File: config.mk
export PLATFORM = sky130hd
export DESIGN_NAME = branch_seq_flat
export DESIGN_NICKNAME = d
export VERILOG_FILES = /design/src/rtl/br_pkg.sv /design/src/rtl/branch_seq_if.sv /design/src/rtl/br_cond_eval.sv /design/src/rtl/branch_seq.sv /design/src/flat_wrapper.sv
export SDC_FILE = /design/constraint.sdc
export NUM_CORES = 1
export LEC_CHECK = 0
export CORE_UTILIZATION = 35
export CTS_CLUSTER_SIZE = 10
export DETAILED_ROUTE_END_ITERATION = 8
export GPL_ROUTABILITY_DRIVEN = 0
export PLACE_DENSITY = 0.92
export SLEW_MARGIN = 20
export SYNTH_ARGS = -nofsm -noshare
export SYNTH_HDL_FRONTEND = slang
export SYNTH_SLANG_ARGS = --single-unit
File: constraint.sdc
create_clock -name Clock -period 3.7 [get_ports Clock]
set_input_delay 0.555 -clock Clock [delete_from_list [all_inputs] [get_ports Clock]]
set_output_delay 0.555 -clock Clock [all_outputs]
set_load 0.005 [all_outputs]
File: src/rtl/br_pkg.sv
// Shared types and constants for the conditional-branch sequencer.
package br_pkg;

  typedef enum logic [3:0] {
    S_IDLE = 4'd0,
    S_T0   = 4'd1,
    S_T1   = 4'd2,
    S_T2   = 4'd3,
    S_T3   = 4'd4,
    S_T4   = 4'd5,
    S_T5   = 4'd6,
    S_T6   = 4'd7,
    S_DONE = 4'd8
  } br_state_t;

  localparam logic [2:0] COND_ZR = 3'b000;
  localparam logic [2:0] COND_NZ = 3'b001;
  localparam logic [2:0] COND_PL = 3'b010;
  localparam logic [2:0] COND_MI = 3'b011;
  localparam logic [2:0] COND_AL = 3'b100;
  localparam logic [2:0] COND_NV = 3'b101;
  localparam logic [2:0] COND_GT = 3'b110;
  localparam logic [2:0] COND_LE = 3'b111;

  localparam logic [4:0] BR_OPCODE = 5'b10010;
  localparam logic [4:0] ALU_ADD   = 5'b00000;

  // Moore strobes that depend only on the state (pc_in also needs con_ff).
  typedef struct packed {
    logic pc_out;
    logic mar_in;
    logic inc_pc;
    logic read;
    logic mdr_in;
    logic mdr_out;
    logic ir_in;
    logic gra;
    logic r_out;
    logic con_in;
    logic y_in;
    logic c_out;
    logic zlo_in;
    logic zlo_out;
    logic busy;
    logic done;
  } br_strb_t;

  function automatic br_strb_t strb_of(input br_state_t s);
    br_strb_t o;
    o = '0;
    o.busy = (s != S_IDLE);
    case (s)
      S_T0:   begin o.pc_out = 1'b1; o.mar_in = 1'b1; o.inc_pc = 1'b1; end
      S_T1:   begin o.read = 1'b1; o.mdr_in = 1'b1; end
      S_T2:   begin o.mdr_out = 1'b1; o.ir_in = 1'b1; end
      S_T3:   begin o.gra = 1'b1; o.r_out = 1'b1; o.con_in = 1'b1; end
      S_T4:   begin o.pc_out = 1'b1; o.y_in = 1'b1; end
      S_T5:   begin o.c_out = 1'b1; o.zlo_in = 1'b1; end
      S_T6:   o.zlo_out = 1'b1;
      S_DONE: o.done = 1'b1;
      default: ;
    endcase
    return o;
  endfunction

endpackage

File: src/rtl/branch_seq_if.sv
// Control-unit / datapath signal bundle for the branch sequencer.
interface branch_seq_if #(
  parameter int unsigned DATA_W = 32
);
  logic              start;
  logic [31:0]       ir;
  logic [DATA_W-1:0] bus;
  logic              mem_rdy;

  logic pc_out, mar_in, inc_pc, read, mdr_in, mdr_out, ir_in;
  logic gra, r_out, con_in, y_in, c_out, zlo_in, zlo_out, pc_in;
  logic [4:0] alu_op;
  logic con_ff, busy, done, illegal, fault;

  modport master (
    output start, ir, bus, mem_rdy,
    input  pc_out, mar_in, inc_pc, read, mdr_in, mdr_out, ir_in,
           gra, r_out, con_in, y_in, c_out, zlo_in, zlo_out, pc_in,
           alu_op, con_ff, busy, done, illegal, fault
  );

  modport slave (
    input  start, ir, bus, mem_rdy,
    output pc_out, mar_in, inc_pc, read, mdr_in, mdr_out, ir_in,
           gra, r_out, con_in, y_in, c_out, zlo_in, zlo_out, pc_in,
           alu_op, con_ff, busy, done, illegal, fault
  );
endinterface

File: src/rtl/br_cond_eval.sv
// Combinational branch-condition evaluator over the bus value.
module br_cond_eval
  import br_pkg::*;
#(
  parameter int unsigned DATA_W = 32
) (
  input  logic [2:0]        i_code,
  input  logic [DATA_W-1:0] i_bus,
  output logic              o_cond
);

  logic w_zero;
  logic w_msb;

  assign w_zero = (i_bus == '0);
  assign w_msb  = i_bus[DATA_W-1];

  always_comb begin
    o_cond = 1'b0;
    case (i_code)
      COND_ZR: o_cond = w_zero;
      COND_NZ: o_cond = !w_zero;
      COND_PL: o_cond = !w_msb;
      COND_MI: o_cond = w_msb;
      COND_AL: o_cond = 1'b1;
      COND_NV: o_cond = 1'b0;
      COND_GT: o_cond = !w_msb && !w_zero;
      COND_LE: o_cond = w_msb || w_zero;
      default: o_cond = 1'b0;
    endcase
  end

endmodule

File: src/rtl/branch_seq.sv
// Hardwired sequencer for conditional-branch instructions (fetch, condition, PC load).
// Optional feature macro: BR_EARLY_EXIT_EN (skip T4-T6 when the branch is not taken).
module branch_seq
  import br_pkg::*;
#(
  parameter int unsigned DATA_W      = 32,
  parameter int unsigned COND_LSB    = 19,
  parameter int unsigned MEM_TIMEOUT = 15
) (
  input  logic         Clock,
  input  logic         Clear,
  branch_seq_if.slave  bif
);

  localparam int unsigned CNT_W = $clog2(MEM_TIMEOUT + 1);

  br_state_t        r_state;
  br_strb_t         r_strb;
  logic             r_pc_in;
  logic             r_con_ff;
  logic             r_illegal;
  logic             r_fault;
  logic [CNT_W-1:0] r_wait_cnt;

  logic       w_cond;
  logic [4:0] w_opcode;
  logic       w_unused_ir;

  assign w_opcode    = bif.bus[31:27];
  assign w_unused_ir = ^bif.ir;

  br_cond_eval #(
    .DATA_W (DATA_W)
  ) u_cond (
    .i_code (bif.ir[COND_LSB+2:COND_LSB]),
    .i_bus  (bif.bus),
    .o_cond (w_cond)
  );

  // Strobes are registered alongside the state so they decode the state being entered.
  always_ff @(posedge Clock) begin
    if (Clear) begin
      r_state    <= S_IDLE;
      r_strb     <= '0;
      r_pc_in    <= 1'b0;
      r_con_ff   <= 1'b0;
      r_illegal  <= 1'b0;
      r_fault    <= 1'b0;
      r_wait_cnt <= '0;
    end else begin
      case (r_state)
        S_IDLE: begin
          if (bif.start) begin
            r_state   <= S_T0;
            r_strb    <= strb_of(S_T0);
            r_illegal <= 1'b0;
            r_fault   <= 1'b0;
          end
        end
        S_T0: begin
          r_state    <= S_T1;
          r_strb     <= strb_of(S_T1);
          r_wait_cnt <= '0;
        end
        S_T1: begin
          if (bif.mem_rdy) begin
            r_state    <= S_T2;
            r_strb     <= strb_of(S_T2);
            r_wait_cnt <= '0;
          end else if (r_wait_cnt == CNT_W'(MEM_TIMEOUT - 1)) begin
            r_state    <= S_IDLE;
            r_strb     <= strb_of(S_IDLE);
            r_fault    <= 1'b1;
            r_wait_cnt <= '0;
          end else begin
            r_wait_cnt <= r_wait_cnt + CNT_W'(1);
          end
        end
        S_T2: begin
          // IR is not yet updated here, so the opcode is taken from the bus.
          if (w_opcode != BR_OPCODE) begin
            r_state   <= S_IDLE;
            r_strb    <= strb_of(S_IDLE);
            r_illegal <= 1'b1;
          end else begin
            r_state <= S_T3;
            r_strb  <= strb_of(S_T3);
          end
        end
        S_T3: begin
          r_con_ff <= w_cond;
`ifdef BR_EARLY_EXIT_EN
          if (!w_cond) begin
            r_state <= S_DONE;
            r_strb  <= strb_of(S_DONE);
          end else begin
            r_state <= S_T4;
            r_strb  <= strb_of(S_T4);
          end
`else
          r_state <= S_T4;
          r_strb  <= strb_of(S_T4);
`endif
        end
        S_T4: begin
          r_state <= S_T5;
          r_strb  <= strb_of(S_T5);
        end
        S_T5: begin
          r_state <= S_T6;
          r_strb  <= strb_of(S_T6);
          r_pc_in <= r_con_ff;
        end
        S_T6: begin
          r_state <= S_DONE;
          r_strb  <= strb_of(S_DONE);
          r_pc_in <= 1'b0;
        end
        S_DONE: begin
          r_state <= S_IDLE;
          r_strb  <= strb_of(S_IDLE);
        end
        default: begin
          r_state <= S_IDLE;
          r_strb  <= '0;
          r_pc_in <= 1'b0;
        end
      endcase
    end
  end

  assign bif.pc_out  = r_strb.pc_out;
  assign bif.mar_in  = r_strb.mar_in;
  assign bif.inc_pc  = r_strb.inc_pc;
  assign bif.read    = r_strb.read;
  assign bif.mdr_in  = r_strb.mdr_in;
  assign bif.mdr_out = r_strb.mdr_out;
  assign bif.ir_in   = r_strb.ir_in;
  assign bif.gra     = r_strb.gra;
  assign bif.r_out   = r_strb.r_out;
  assign bif.con_in  = r_strb.con_in;
  assign bif.y_in    = r_strb.y_in;
  assign bif.c_out   = r_strb.c_out;
  assign bif.zlo_in  = r_strb.zlo_in;
  assign bif.zlo_out = r_strb.zlo_out;
  assign bif.pc_in   = r_pc_in;
  assign bif.alu_op  = ALU_ADD;
  assign bif.con_ff  = r_con_ff;
  assign bif.busy    = r_strb.busy;
  assign bif.done    = r_strb.done;
  assign bif.illegal = r_illegal;
  assign bif.fault   = r_fault;

endmodule
File: src/flat_wrapper.sv
// flat-port wrapper written by rule: the top's interface ports become plain ports
module branch_seq_flat import br_pkg::*;
#(
  parameter int unsigned DATA_W      = 32,
  parameter int unsigned COND_LSB    = 19,
  parameter int unsigned MEM_TIMEOUT = 15
)
  (Clock, Clear, bif_start, bif_ir, bif_bus, bif_mem_rdy, bif_pc_out, bif_mar_in, bif_inc_pc, bif_read, bif_mdr_in, bif_mdr_out, bif_ir_in, bif_gra, bif_r_out, bif_con_in, bif_y_in, bif_c_out, bif_zlo_in, bif_zlo_out, bif_pc_in, bif_alu_op, bif_con_ff, bif_busy, bif_done, bif_illegal, bif_fault);
  branch_seq_if #(.DATA_W(DATA_W)) bif_i ();
  input  logic Clock;
  input  logic Clear;
  input wire logic [$bits(bif_i.start)-1:0] bif_start;
  input wire logic [$bits(bif_i.ir)-1:0] bif_ir;
  input wire logic [$bits(bif_i.bus)-1:0] bif_bus;
  input wire logic [$bits(bif_i.mem_rdy)-1:0] bif_mem_rdy;
  output wire logic [$bits(bif_i.pc_out)-1:0] bif_pc_out;
  output wire logic [$bits(bif_i.mar_in)-1:0] bif_mar_in;
  output wire logic [$bits(bif_i.inc_pc)-1:0] bif_inc_pc;
  output wire logic [$bits(bif_i.read)-1:0] bif_read;
  output wire logic [$bits(bif_i.mdr_in)-1:0] bif_mdr_in;
  output wire logic [$bits(bif_i.mdr_out)-1:0] bif_mdr_out;
  output wire logic [$bits(bif_i.ir_in)-1:0] bif_ir_in;
  output wire logic [$bits(bif_i.gra)-1:0] bif_gra;
  output wire logic [$bits(bif_i.r_out)-1:0] bif_r_out;
  output wire logic [$bits(bif_i.con_in)-1:0] bif_con_in;
  output wire logic [$bits(bif_i.y_in)-1:0] bif_y_in;
  output wire logic [$bits(bif_i.c_out)-1:0] bif_c_out;
  output wire logic [$bits(bif_i.zlo_in)-1:0] bif_zlo_in;
  output wire logic [$bits(bif_i.zlo_out)-1:0] bif_zlo_out;
  output wire logic [$bits(bif_i.pc_in)-1:0] bif_pc_in;
  output wire logic [$bits(bif_i.alu_op)-1:0] bif_alu_op;
  output wire logic [$bits(bif_i.con_ff)-1:0] bif_con_ff;
  output wire logic [$bits(bif_i.busy)-1:0] bif_busy;
  output wire logic [$bits(bif_i.done)-1:0] bif_done;
  output wire logic [$bits(bif_i.illegal)-1:0] bif_illegal;
  output wire logic [$bits(bif_i.fault)-1:0] bif_fault;
  assign bif_i.start = bif_start;
  assign bif_i.ir = bif_ir;
  assign bif_i.bus = bif_bus;
  assign bif_i.mem_rdy = bif_mem_rdy;
  assign bif_pc_out = bif_i.pc_out;
  assign bif_mar_in = bif_i.mar_in;
  assign bif_inc_pc = bif_i.inc_pc;
  assign bif_read = bif_i.read;
  assign bif_mdr_in = bif_i.mdr_in;
  assign bif_mdr_out = bif_i.mdr_out;
  assign bif_ir_in = bif_i.ir_in;
  assign bif_gra = bif_i.gra;
  assign bif_r_out = bif_i.r_out;
  assign bif_con_in = bif_i.con_in;
  assign bif_y_in = bif_i.y_in;
  assign bif_c_out = bif_i.c_out;
  assign bif_zlo_in = bif_i.zlo_in;
  assign bif_zlo_out = bif_i.zlo_out;
  assign bif_pc_in = bif_i.pc_in;
  assign bif_alu_op = bif_i.alu_op;
  assign bif_con_ff = bif_i.con_ff;
  assign bif_busy = bif_i.busy;
  assign bif_done = bif_i.done;
  assign bif_illegal = bif_i.illegal;
  assign bif_fault = bif_i.fault;
  branch_seq #(.DATA_W(DATA_W), .COND_LSB(COND_LSB), .MEM_TIMEOUT(MEM_TIMEOUT)) u_core (.Clock(Clock), .Clear(Clear), .bif(bif_i));
endmodule
==> summary.md <==
| Metric | Value |
|---|---|
| Status | `complete, no violations` |
| Layout net count | `265` |
| Final period utilization | `61.6%` |
| Cts hold-fix bufs | `0` |
| Critical Path AT | `around 2.5 ns` |
| Vias per cell | `5.00` |
| Synth area leader | `dfxtp_1` |
| Clk_skew | `between 0.01 and 0.015 ns` |
| Cell area after synthesis | `0.00118 mm2` |
| Vias in the first global route | `between 1,000 and 1,500` |
| Post CTS Setup Buffer Count | `0` |
| Final worst setup slack | `1.42 ns` |
| VDD IR max | `164 uV` |
| CTS Root Buffer Type | `clkbuf_4` |
| Final Max Tran Viols | `0` |
| Detailed-route via count | `1,190` |
| Met1 Track Usage GR | `21.0%` |
| Height of the die | `~60 um` |
| Worst Hold Class | `reg2reg` |
| DRC | `0` |
| # setup viols final | `0` |
| Fin Setup TNS | `0 ns` |
| CP startpoint kind | `input port` |
| Slew @ Worst Pin | `between 0.8 and 0.9 ns` |
| Reg2reg setup slack | `1.55 ns` |
| Final Power | `0.000512 W` |
| CP endpoint kind | `flip-flop` |
| Max-cap violations | `0` |
| CP Launch Point | `bif_mem_rdy` |
| RSZ-0062 raised after global routing | `no` |
| DP HPWL | `2410 um` |
| Global-route wire length before repair | `5190 um` |
| DIE AREA | `0.00360 mm2` |
| Resized Gates After CTS | `0` |
| Crit Path Max Fanout | `7` |
| Syn avg cell area | `8.23 um2` |
| Gr busiest metal | `met2` |
| Share of layout cells above drive strength 1 | `7.73%` |
| Seq cells post-synth | `21` |
| Initial DRC Count | `26` |
| Final Hold Viols | `0` |
| Commonest non-fill, non-tap cells in the layout | `clkdlybuf4s50_1, dfxtp_1, nor2_1` |
| Cells after Synth | `around 140` |
| Worst rel slew slack | `42.7%` |
| Initial antenna violation count | `0` |
| Max H-tree Level | `1` |
| Syn-to-layout area delta | `49.3%` |
| Hold Crit Start | `u_core.bif.y_in$_SDFFE_PP0P_` |
| Max Clk Rate | `438 MHz` |
| Registers with the most flip-flops | `u_core.r_state (4), u_core.r_wait_cnt (4)` |
| Synth area leaders | `dfxtp_1, buf_4, nor2_1` |
| P per Cell Area | `between 200 and 300 mW/mm2` |
| Die W | `60 um` |
| Clock slew at reported path FFs | `0.12 ns` |
| Min Tclk post-route | `2.28 ns` |
| Final wirelength | `3070 um` |
| First drt pass iteration count | `4` |
| Synth warn | `0` |
| CTS sink cnt | `21` |
| Worst-Skew Late Latency | `0.30 ns` |
| P_leak | `0.631 nW` |
| Row count | `20` |
| TritonCTS buffer count | `3` |
| Worst Path Class, Setup | `in2reg` |
| WHS | `0.467 ns` |
| Worst reg2reg startpoint | `u_core.r_wait_cnt[0]$_SDFFE_PP0P_` |
| GR Util All Layers | `~19%` |
| Worst EP required | `3.93 ns` |
| Placement Setup Slack | `1.22 ns` |
| Largest net degree at the start of global routing | `23` |
| M2 GR Usage | `36.0%` |
| M3 GR Usage | `5.63%` |
| Number of port buffers | `58` |
| # diodes | `0` |
| Initial core utilization | `37.6%` |
| Post-synth top area share | `between 30% and 40%` |
| Yosys cell types | `between 40 and 50` |
| Io pins | `93` |
| Core area | `0.00313 mm2` |
| Clock Path Buffers | `2` |
| Commonest non-fill, non-tap cell in the layout | `clkdlybuf4s50_1` |
| Post-route ant nets | `0` |
| DR WL/cell | `approximately 13 um` |
| Register area share after synthesis | `35.7%` |
| Grt ovf | `0` |
| CTS tree | `built` |
-- cells by family (layout without fill, tap and decap cells) --
| logic type | Yosys count | count (layout) | synth area share [%] |
|---|---|---|---|
| simple gates | 63 | 63 | 29.7 |
| compound gates | 30 | 30 | 17.2 |
| flops | 21 | 21 | 35.7 |
| buf+inv | 21 | 68 | 10.5 |
| mux | 3 | 3 | 2.98 |
| fa+ha+maj | 2 | 2 | 2.13 |
| xor+xnor | 2 | 2 | 1.49 |
| other cells | 1 | 5 | 0.319 |
-- where the power goes --
group / switching (W) / internal, W
logic: 0.0000606 / 0.0000880
clock network: 0.0000674 / 0.0000403
registers: 0.0000179 / 0.000238
total: 0.000146 / 0.000366
-- per-stage QoR --
step | cell area, um2 | cells | util [%]
after floorplan | 1190 | 147 | -
after global placement | 1730 | 234 | 55.3
after detailed placement | 1730 | 234 | 55.3
after CTS | 1760 | 238 | 56.2
final | 1760 | 238 | 56.2
after global routing | 1760 | 238 | 56.2
-- area by class of cell --
class	instances	area (um2)
Tap cell	44	55.1
Inverter	5	18.8
Multi-Input combinational cell	105	648
Clock buffer	3	22.5
Fill cell	274	1370
Timing Repair Buffer	59	588
Clock inverter	1	5.00
Sequential cell	21	420
-- worst paths after layout --
kind,end,cells after the start
worst max register to register,u_core.bif.pc_out$_SDFFE_PP0P_,8
worst min register to register,u_core.bif.y_in$_SDFFE_PP0P_,2
worst min-delay path,u_core.bif.y_in$_SDFFE_PP0P_,2
worst max-delay path,u_core.bif.pc_out$_SDFFE_PP0P_,7
-- cell usage after synthesis (all sizes together) --
cell type / count
dfxtp: 21
nor2: 17
buf: 14
a21oi: 13
nand2: 13
nor3: 7
nor4: 7
inv: 5
nand3: 5
a22oi: 4
nand2b: 3
nor2b: 3
o21ai: 3
a211oi: 2
a311o: 2
a31oi: 2
clkbuf: 2
ha: 2
mux2i: 2
a311oi: 1
a32oi: 1
and3: 1
conb: 1
mux2: 1
nand3b: 1
nand4: 1
nor3b: 1
nor4b: 1
o211a: 1
o31ai: 1
or2: 1
or3: 1
or4: 1
xnor2: 1
xor2: 1
-- layer usage --
layer	up-vias	part of all wire [%]	wire, um
met5	-	0	0
met4	0	0.98	30
met3	4	3.2	98
met2	30	54	1660
met1	552	42	1280
li1	604	-	-
-- worst max-delay path, stage by stage --
cell and delay, ns:
clkdlybuf4s50_1 0.48, inv_1 0.18, a31oi_1 0.15, nor3_1 0.70
buf_4 0.27, nand2_1 0.06, a21oi_1 0.12
Power figures use the tool's default switching activity.
